**config.mk**
```make
export PLATFORM = sky130hd
export DESIGN_NAME = rdec_strobe
export DESIGN_NICKNAME = d
export VERILOG_FILES = /design/src/rtl/rdec_pkg.sv /design/src/rtl/rdec_onehot.sv /design/src/rtl/rdec_strobe.sv
export SDC_FILE = /design/constraint.sdc
export NUM_CORES = 1
export LEC_CHECK = 0
export ABC_CLOCK_PERIOD_IN_PS = 3900
export BUFFER_PORTS_ARGS = -buffer_cell sky130_fd_sc_hd__buf_2
export CAP_MARGIN = 25
export CORE_MARGIN = 5
export CORE_UTILIZATION = 29
export CTS_CLUSTER_SIZE = 16
export DETAILED_ROUTE_END_ITERATION = 8
export PLACE_DENSITY = 0.51
export SYNTH_ARGS = -nofsm -noshare
export SYNTH_HDL_FRONTEND = slang
export SYNTH_HIERARCHICAL = 1
export SYNTH_SLANG_ARGS = --single-unit
```
**constraint.sdc**
```tcl
create_clock -name clk -period 3.9 [get_ports clk]
set_clock_uncertainty 0.2 [all_clocks]
set_input_delay 0.39 -clock clk [delete_from_list [all_inputs] [get_ports clk]]
set_output_delay 0.39 -clock clk [all_outputs]
set_load 0.1 [all_outputs]
```
**src/rtl/rdec_pkg.sv**
```systemverilog
// Shared types and helpers for the rdec_strobe write-strobe sequencer.
package rdec_pkg;

  typedef enum logic [1:0] {
    IDLE   = 2'd0,
    SETUP  = 2'd1,
    STROBE = 2'd2,
    HOLD   = 2'd3
  } rdec_state_e;

  // Width of the shared phase down-counter: wide enough for the longest phase.
  function automatic int rdec_cnt_w(input int setup_cyc, input int pulse_cyc, input int hold_cyc);
    int m;
    m = (setup_cyc > pulse_cyc) ? setup_cyc : pulse_cyc;
    if (hold_cyc > m) m = hold_cyc;
    return (m < 1) ? 1 : $clog2(m + 1);
  endfunction

endpackage

```
**src/rtl/rdec_onehot.sv**
```systemverilog
// Index to one-hot converter; indices at or above N_REG give all zeros.
module rdec_onehot
  import rdec_pkg::*;
#(
  parameter int ADDR_W = 3,
  parameter int N_REG  = 8
) (
  input  logic [ADDR_W-1:0] idx,
  output logic [N_REG-1:0]  onehot
);

  always_comb begin
    onehot = '0;
    for (int i = 0; i < N_REG; i++) begin
      if (int'(idx) == i) onehot[i] = 1'b1;
    end
  end

endmodule

```
**src/rtl/rdec_strobe.sv**
```systemverilog
// Register write-strobe sequencer: accepts one write, drives the bus and issues
// a single active-low latch-enable pulse framed by setup and hold intervals.
module rdec_strobe
  import rdec_pkg::*;
#(
  parameter int ADDR_W    = 3,
  parameter int N_REG     = 8,
  parameter int DATA_W    = 8,
  parameter int SETUP_CYC = 1,
  parameter int PULSE_CYC = 1,
  parameter int HOLD_CYC  = 1
) (
  input  logic              clk,
  input  logic              rst_n,
  input  logic              wr_valid,
  output logic              wr_ready,
  input  logic [ADDR_W-1:0] wr_addr,
  input  logic [DATA_W-1:0] wr_data,
  output logic [N_REG-1:0]  le_n,
  output logic [DATA_W-1:0] bus_data,
  output logic              bus_oe,
  output logic              busy,
  output logic              err
);

  localparam int CNT_W = rdec_cnt_w(SETUP_CYC, PULSE_CYC, HOLD_CYC);
  localparam logic [CNT_W-1:0]  SETUP_LD = CNT_W'(SETUP_CYC);
  localparam logic [CNT_W-1:0]  PULSE_LD = CNT_W'(PULSE_CYC);
  localparam logic [CNT_W-1:0]  HOLD_LD  = CNT_W'(HOLD_CYC);
  localparam logic [CNT_W-1:0]  CNT_ONE  = CNT_W'(1);
  localparam logic [ADDR_W:0]   N_REG_W  = (ADDR_W+1)'(N_REG);

  if (N_REG < 1 || N_REG > (1 << ADDR_W) || PULSE_CYC < 1 ||
      SETUP_CYC < 0 || HOLD_CYC < 0) begin : g_param_chk
    $error("rdec_strobe: illegal parameter combination");
  end

  rdec_state_e        state_q, state_d;
  logic [CNT_W-1:0]   cnt_q, cnt_d;
  logic [ADDR_W-1:0]  addr_q, addr_d;
  logic [DATA_W-1:0]  bus_data_q, bus_data_d;
  logic [N_REG-1:0]   le_n_q, le_n_d;
  logic               bus_oe_q, bus_oe_d;
  logic               busy_q, busy_d;
  logic               err_q, err_d;
  logic               ready_q, ready_d;
  logic               accept, legal;
  logic [N_REG-1:0]   strobe_oh;

  // Handshake: a transfer happens on a rising edge with wr_valid && wr_ready;
  // wr_addr/wr_data are sampled on that edge and ignored at all other times.
  assign accept = wr_valid & ready_q;
  assign legal  = ({1'b0, wr_addr} < N_REG_W);

  always_comb begin
    state_d    = state_q;
    cnt_d      = cnt_q;
    addr_d     = addr_q;
    bus_data_d = bus_data_q;
    err_d      = 1'b0;
    case (state_q)
      IDLE: begin
        if (accept) begin
          err_d = ~legal;
          if (legal) begin
            addr_d     = wr_addr;
            bus_data_d = wr_data;
            if (SETUP_CYC > 0) begin
              state_d = SETUP;
              cnt_d   = SETUP_LD;
            end else begin
              state_d = STROBE;
              cnt_d   = PULSE_LD;
            end
          end
        end
      end
      SETUP: begin
        if (cnt_q == CNT_ONE) begin
          state_d = STROBE;
          cnt_d   = PULSE_LD;
        end else begin
          cnt_d = cnt_q - CNT_ONE;
        end
      end
      STROBE: begin
        if (cnt_q == CNT_ONE) begin
          if (HOLD_CYC > 0) begin
            state_d = HOLD;
            cnt_d   = HOLD_LD;
          end else begin
            state_d = IDLE;
          end
        end else begin
          cnt_d = cnt_q - CNT_ONE;
        end
      end
      HOLD: begin
        if (cnt_q == CNT_ONE) state_d = IDLE;
        else                  cnt_d   = cnt_q - CNT_ONE;
      end
      default: state_d = IDLE;
    endcase
  end

  rdec_onehot #(
    .ADDR_W (ADDR_W),
    .N_REG  (N_REG)
  ) u_onehot (
    .idx    (addr_d),
    .onehot (strobe_oh)
  );

  // Outputs are decoded from the next state so every port comes straight off a flop.
  always_comb begin
    le_n_d   = (state_d == STROBE) ? ~strobe_oh : '1;
    bus_oe_d = (state_d != IDLE);
    busy_d   = (state_d != IDLE);
    ready_d  = (state_d == IDLE);
  end

  always_ff @(posedge clk or negedge rst_n) begin
    if (!rst_n) begin
      state_q    <= IDLE;
      cnt_q      <= '0;
      addr_q     <= '0;
      bus_data_q <= '0;
      le_n_q     <= '1;
      bus_oe_q   <= 1'b0;
      busy_q     <= 1'b0;
      err_q      <= 1'b0;
      ready_q    <= 1'b1;
    end else begin
      state_q    <= state_d;
      cnt_q      <= cnt_d;
      addr_q     <= addr_d;
      bus_data_q <= bus_data_d;
      le_n_q     <= le_n_d;
      bus_oe_q   <= bus_oe_d;
      busy_q     <= busy_d;
      err_q      <= err_d;
      ready_q    <= ready_d;
    end
  end

  assign wr_ready = ready_q;
  assign le_n     = le_n_q;
  assign bus_data = bus_data_q;
  assign bus_oe   = bus_oe_q;
  assign busy     = busy_q;
  assign err      = err_q;

endmodule

```
======== After elaboration in Yosys (flattened, before gate mapping) ========
Cells that the tools add are included.
operators by class
  $add $sub $neg .......................... 1
  eq/ne operators ......................... 12
  multiplexer cells ....................... 19
  bitwise operators ....................... 2
  reductions and logical operators ........ 6
operators with widths
  operator                                             count
  equality test 3 bit, second input constant           4
  two-way mux 1 bit                                    10
  two-way mux 2 bit                                    4
  two-way mux 8 bit                                    1
  NOT 8 bit                                            1
  case mux 2 bit (4 select lines)                      1
  equality test 2 bit, second input constant           3
  equality test 3 x 2 -> 1 bit, second input constant  2
  two-way mux 3 bit                                    2
  logical NOT 2 bit                                    2
  equality test 3 x 1 -> 1 bit, second input constant  1
  logical NOT 3 bit                                    1
  OR reduction 3 bit                                   1
  equality test 2 x 1 -> 1 bit, second input constant  1
  inequality test 2 bit, second input constant         1
  case mux 1 bit (2 select lines)                      1
  AND reduction 2 bit                                  1
  nonzero test 2 bit                                   1
  AND 1 bit                                            1
  subtractor 1 bit, second input constant              1
word-level totals
  bits in registers ....................... 24
  input bits .............................. 14
  output and inout bits ................... 20
  logic and storage cells ................. 47

======== Longest topological paths before layout ========
  word-level depth ........................ 7
  mapped depth ............................ 6

======== By module ========
The synthesis kept the hierarchy.
modules (own cells, without submodules)
  module       times used  cells an instance  area each (um^2)
  rdec_strobe  1           61                 960.9
  rdec_onehot  1           8                  65.1

======== Worst setup path before layout ========
No wires, ideal clock.
  kind .................................... register to register
  start point ............................. register ready_q (netlist: wr_ready)
  end point ............................... register le_n_q[3] (netlist: le_n[3])
  setup time .............................. 0.093 ns
  arrival ................................. 1.945 ns
  path slack .............................. 1.661 ns
  cell stages (with the launch flop) ...... 6
  path buffers ............................ 1
  cells stage by stage .................... dfstp_2 -> and4bb_4 -> buf_12 -> mux2_4 -> and3b_2 -> o21ai_0
on the way
  cells in the longest elaborated chain, start to end .. 7
  elaborated cells between the ends (all ways) .. 10
ends and longest elaborated chain
  element                 RTL line            text
  from (decl)             rdec_strobe.sv:46   logic ready_q, ready_d;
  from (signal assigned)  rdec_strobe.sv:142  ready_q <= ready_d;
  AND 1 bit               rdec_strobe.sv:52   assign accept = wr_valid & ready_q;
  two-way mux 3 bit       rdec_strobe.sv:63   if (accept) begin
  two-way mux 3 bit       rdec_strobe.sv:61   case (state_q)
  net addr_d[2]           rdec_strobe.sv:40   logic [ADDR_W-1:0] addr_q, addr_d;
  equality test 3 bit     rdec_onehot.sv:15   if (int'(idx) == i) onehot[i] = 1'b1;
  two-way mux 1 bit       rdec_onehot.sv:15
  net strobe_oh[3]        rdec_strobe.sv:48   logic [N_REG-1:0] strobe_oh;
  NOT 8 bit               rdec_strobe.sv:116  le_n_d = (state_d == STROBE) ? ~strobe_oh : '1;
  two-way mux 8 bit       rdec_strobe.sv:116
  net le_n_d[3]           rdec_strobe.sv:42   logic [N_REG-1:0] le_n_q, le_n_d;
  to (signal assigned)    rdec_strobe.sv:138  le_n_q <= le_n_d;
  to (decl)               rdec_strobe.sv:42
The timed path passes the listed nets, and every way through them passes these cells.
A chain may end at the register's enable or synchronous reset.

======== Worst setup path in the final report ========
  start point ............................. register state_q[0]
  end point ............................... register le_n_q[2] (netlist: le_n[2])
on the way
  cells in the longest elaborated chain, start to end .. 6
  elaborated cells between the ends (all ways) .. 15
ends and longest elaborated chain
  element                 RTL line            text
  from (decl)             rdec_strobe.sv:38   rdec_state_e state_q, state_d;
  from (signal assigned)  rdec_strobe.sv:134  state_q <= state_d;
  logical NOT 2 bit       rdec_strobe.sv:61
  two-way mux 3 bit       rdec_strobe.sv:61
  net addr_d[2]           rdec_strobe.sv:40
  equality test 3 bit     rdec_onehot.sv:15
  two-way mux 1 bit       rdec_onehot.sv:15
  net strobe_oh[2]        rdec_strobe.sv:48
  NOT 8 bit               rdec_strobe.sv:116
  two-way mux 8 bit       rdec_strobe.sv:116
  net le_n_d[2]           rdec_strobe.sv:42
The timed path passes the listed nets, and every way through them passes these cells.

==> flow_metrics.tcl <==
set metrics [dict create \
    firstDrtPassIters 4 \
    nNetsFinal 116 \
    cts_resized 0 \
    viasPerCell 4.39 \
    die-area_um2 4830 \
    synth_nets 83 \
    drv_slew 0 \
    num_vias 646 \
    cp-startpoint "state_q[0]$_DFF_PN0_" \
    fp.dieW_um 69.5 \
    synth_xor_area_frac 0.00854 \
    yosysWarningCount 6 \
    hp-start "wr_data[5]" \
    die_y_um 69.5 \
    detail-route-antenna-nets 0 \
    area_delta_synth_final_pct 19.9 \
    status "finished, final reports clean" \
    r2r_cells 4 \
    syn_inst 69 \
    criticalPathCategory "flop to flop" \
    synth_fa_ha_area_frac 0 \
    critical_path.endpoint_type "flop" \
    synth.mux.area_fraction 0.154 \
    startpoint_type "flop" \
    post_cts_buffers 0 \
    cp_top_family "simple AND/OR/NAND/NOR gates" \
    hold-path-endpoint "bus_data[5]$_DFFE_PN0P_" \
    htreeDepth 1 \
    ys_seq_elements 24 \
    root_buffer "clkbuf_4" \
    antenna_found_initial 0 \
    cts.clk_slew.worst_paths_ns 0.12 \
    synth.distinct_cells 25 \
    wirelength_um 1860 \
    hp-class "input pin to flop" \
    reg2reg_from "state_q[0]$_DFF_PN0_" \
    crit_path_max_fanout 12 \
    synth_area_um2 1030 \
    placeableCoreArea_um2 3390 \
    tns_ns 0 \
    port-buffer-count 32 \
    drc 0 \
    num_rows 21 \
    max_slew_margin 0.652 \
    r2r-end "le_n[2]$_DFF_PN1_" \
    synth_simple_gate_area_frac 0.116 \
    whs_path_depth 2 \
    wl_per_cell_um 12.7 \
    cp_cell_sequence "and4bb_4 -> mux2_4 -> nor3b_1 -> o21ai_0" \
    r2r_slack_ns 1.88 \
    ios 34 \
    maxCapViolCount 0 \
    grt_pass1_vias 692 \
    grt_util_all_layers 0.0839 \
    cpPeakStageDelay_ns 0.54 \
    worst_pin_slew_ns 0.522 \
    critPathArrivalTime_ns 2.05 \
    clockBufferDepth 2 \
    synth_compound_area_frac 0.0695 \
    place_congestion 0.760 \
    dpl.hpwl_um 1330 \
    yosysSeqAreaShare 0.596 \
    slowest_stage "and4bb_4" \
    final_layout_size_suffix_gt1_frac 0.594 \
    min_period_ns 2.02 \
    max_freq_mhz 494 \
    initial_utilization 0.303 \
    required_ns 3.92 \
    first_iter_violations 39 \
    crit_buf_inv 0 \
    setup_viol 0 \
    clock_sink_count 24 \
    period_share 0.519 \
    grt_pass1_wl_um 3240 \
    grt_max_degree 25 \
    cts_buffers 3 \
    antenna_cells 0 \
    rsz0062_at_grt "no" \
    grt-ovfl-total 0 \
    hold_viol 0 \
    clk_latency_ns 0.30 \
    synth_top_family_by_area "multiplexers" \
    cts_tree "yes" \
    avgSynthCellArea_um2 14.9 \
]
## final cells by class
class                           count  area, um^2
Fill cell                         338        2160
Sequential cell                    24         612
Multi-Input combinational cell     39         360
Timing Repair Buffer               33         170
Tap cell                           46        57.6
Clock buffer                        4        26.3
Inverter                            1        3.75
## synth_stat cells
| cell type | instances | share of area |
|---|---|---|
| and3b_1 | 2 | 0.017 |
| and4bb_4 | 1 | 0.016 |
| dfstp_2 | 9 | 0.23 |
| conb_1 | 1 | 0.0037 |
| o21ai_0 | 7 | 0.034 |
| a31o_2 | 1 | 0.0085 |
| and3_2 | 1 | 0.0073 |
| nand2_1 | 2 | 0.0073 |
| buf_4 | 2 | 0.015 |
| a31oi_1 | 1 | 0.0061 |
| buf_6 | 1 | 0.011 |
| clkbuf_1 | 1 | 0.0037 |
| nor3b_2 | 1 | 0.012 |
| mux2_4 | 9 | 0.13 |
| buf_12 | 1 | 0.020 |
| inv_1 | 1 | 0.0037 |
| o21ai_1 | 1 | 0.0049 |
| xnor2_1 | 1 | 0.0085 |
| a211oi_1 | 1 | 0.0073 |
| nor3b_1 | 3 | 0.022 |
| dfrtp_1 | 15 | 0.37 |
| mux2_1 | 2 | 0.022 |
| a211o_1 | 1 | 0.0085 |
| nor3_1 | 1 | 0.0049 |
| and3b_2 | 3 | 0.029 |
## stage by stage
step | std cells | hold slack (ns) | cell area (um^2) | worst slack, ns | util
CTS | 147 | 0.0831 | 1230 | 1.86 | 0.363
global placement | 142 | 0.195 | 1190 | 1.92 | 0.352
floorplan | 69 | -0.106 | 1030 | 1.66 | -
finish | 147 | 0.100 | 1230 | 1.88 | 0.363
detailed placement | 142 | 0.195 | 1190 | 1.88 | 0.352
global route | 147 | 0.0882 | 1230 | 1.80 | 0.363
## how the worst max path moves through the flow
stage | depth (start not counted) | slack (ns) | to
floorplan | 5 | 1.66 | le_n[3]$_DFF_PN1_
global placement | 4 | 1.92 | le_n[2]$_DFF_PN1_
detailed placement | 4 | 1.88 | le_n[2]$_DFF_PN1_
CTS | 4 | 1.86 | le_n[2]$_DFF_PN1_
global route | 4 | 1.80 | le_n[2]$_DFF_PN1_
finish | 4 | 1.88 | le_n[2]$_DFF_PN1_
## logic make-up (layout without fill, tap and decap cells)
logic type / count (synthesis) / in the layout
AO/OA/AOI/OAI: 12 / 12
flip-flops: 24 / 24
buffers and inverters: 6 / 38
XOR/XNOR: 1 / 1
AND/OR/NAND/NOR: 14 / 14
other: 1 / 1
multiplexers: 11 / 11
## cells in the final DEF (no fill, tap or decap), types with 2 or more instances in the layout
cell type	Yosys	routed
o21ai_0	7	7
nor3b_1	3	3
mux2_1	2	2
buf_2	0	32
dfrtp_1	15	15
dfstp_2	9	9
and3b_1	2	2
and3b_2	3	3
nand2_1	2	2
mux2_4	9	9
clkbuf_4	0	3
## worst register-to-register path, delay by kind of cell, from the launching register on
family,cells,cell delay [ns]
and+or+nand+nor,2,0.77
DFF,1,0.48
muxes,1,0.38
AOI/OAI and AO/OA,1,0.12
## timing repair
action | CTS | global route
endpoints found under the setup margin | 0 | 0
endpoints found under the hold margin | 15 | 0
hold buffers | 1 | 0
## state kept, by name, indices dropped and copies added, names as in the netlist
| name | cells |
|---|---|
| addr_q | 3 |
| bus_data | 8 |
| busy | 1 |
| cnt_q | 1 |
| le_n | 8 |
| state_q | 2 |
| wr_ready | 1 |
## metal layers
layer	wire (um)	global-route usage	share of wire	vias up
met4	34	0.0586	0.018	0
met5	0	0	0	-
met3	130	0.0246	0.070	2
li1	-	-	-	303
met2	870	0.128	0.47	20
met1	827	0.100	0.44	321
Power is not shown: default switching activity piles up to over one toggle a cycle in this logic, so the estimate is an artifact.
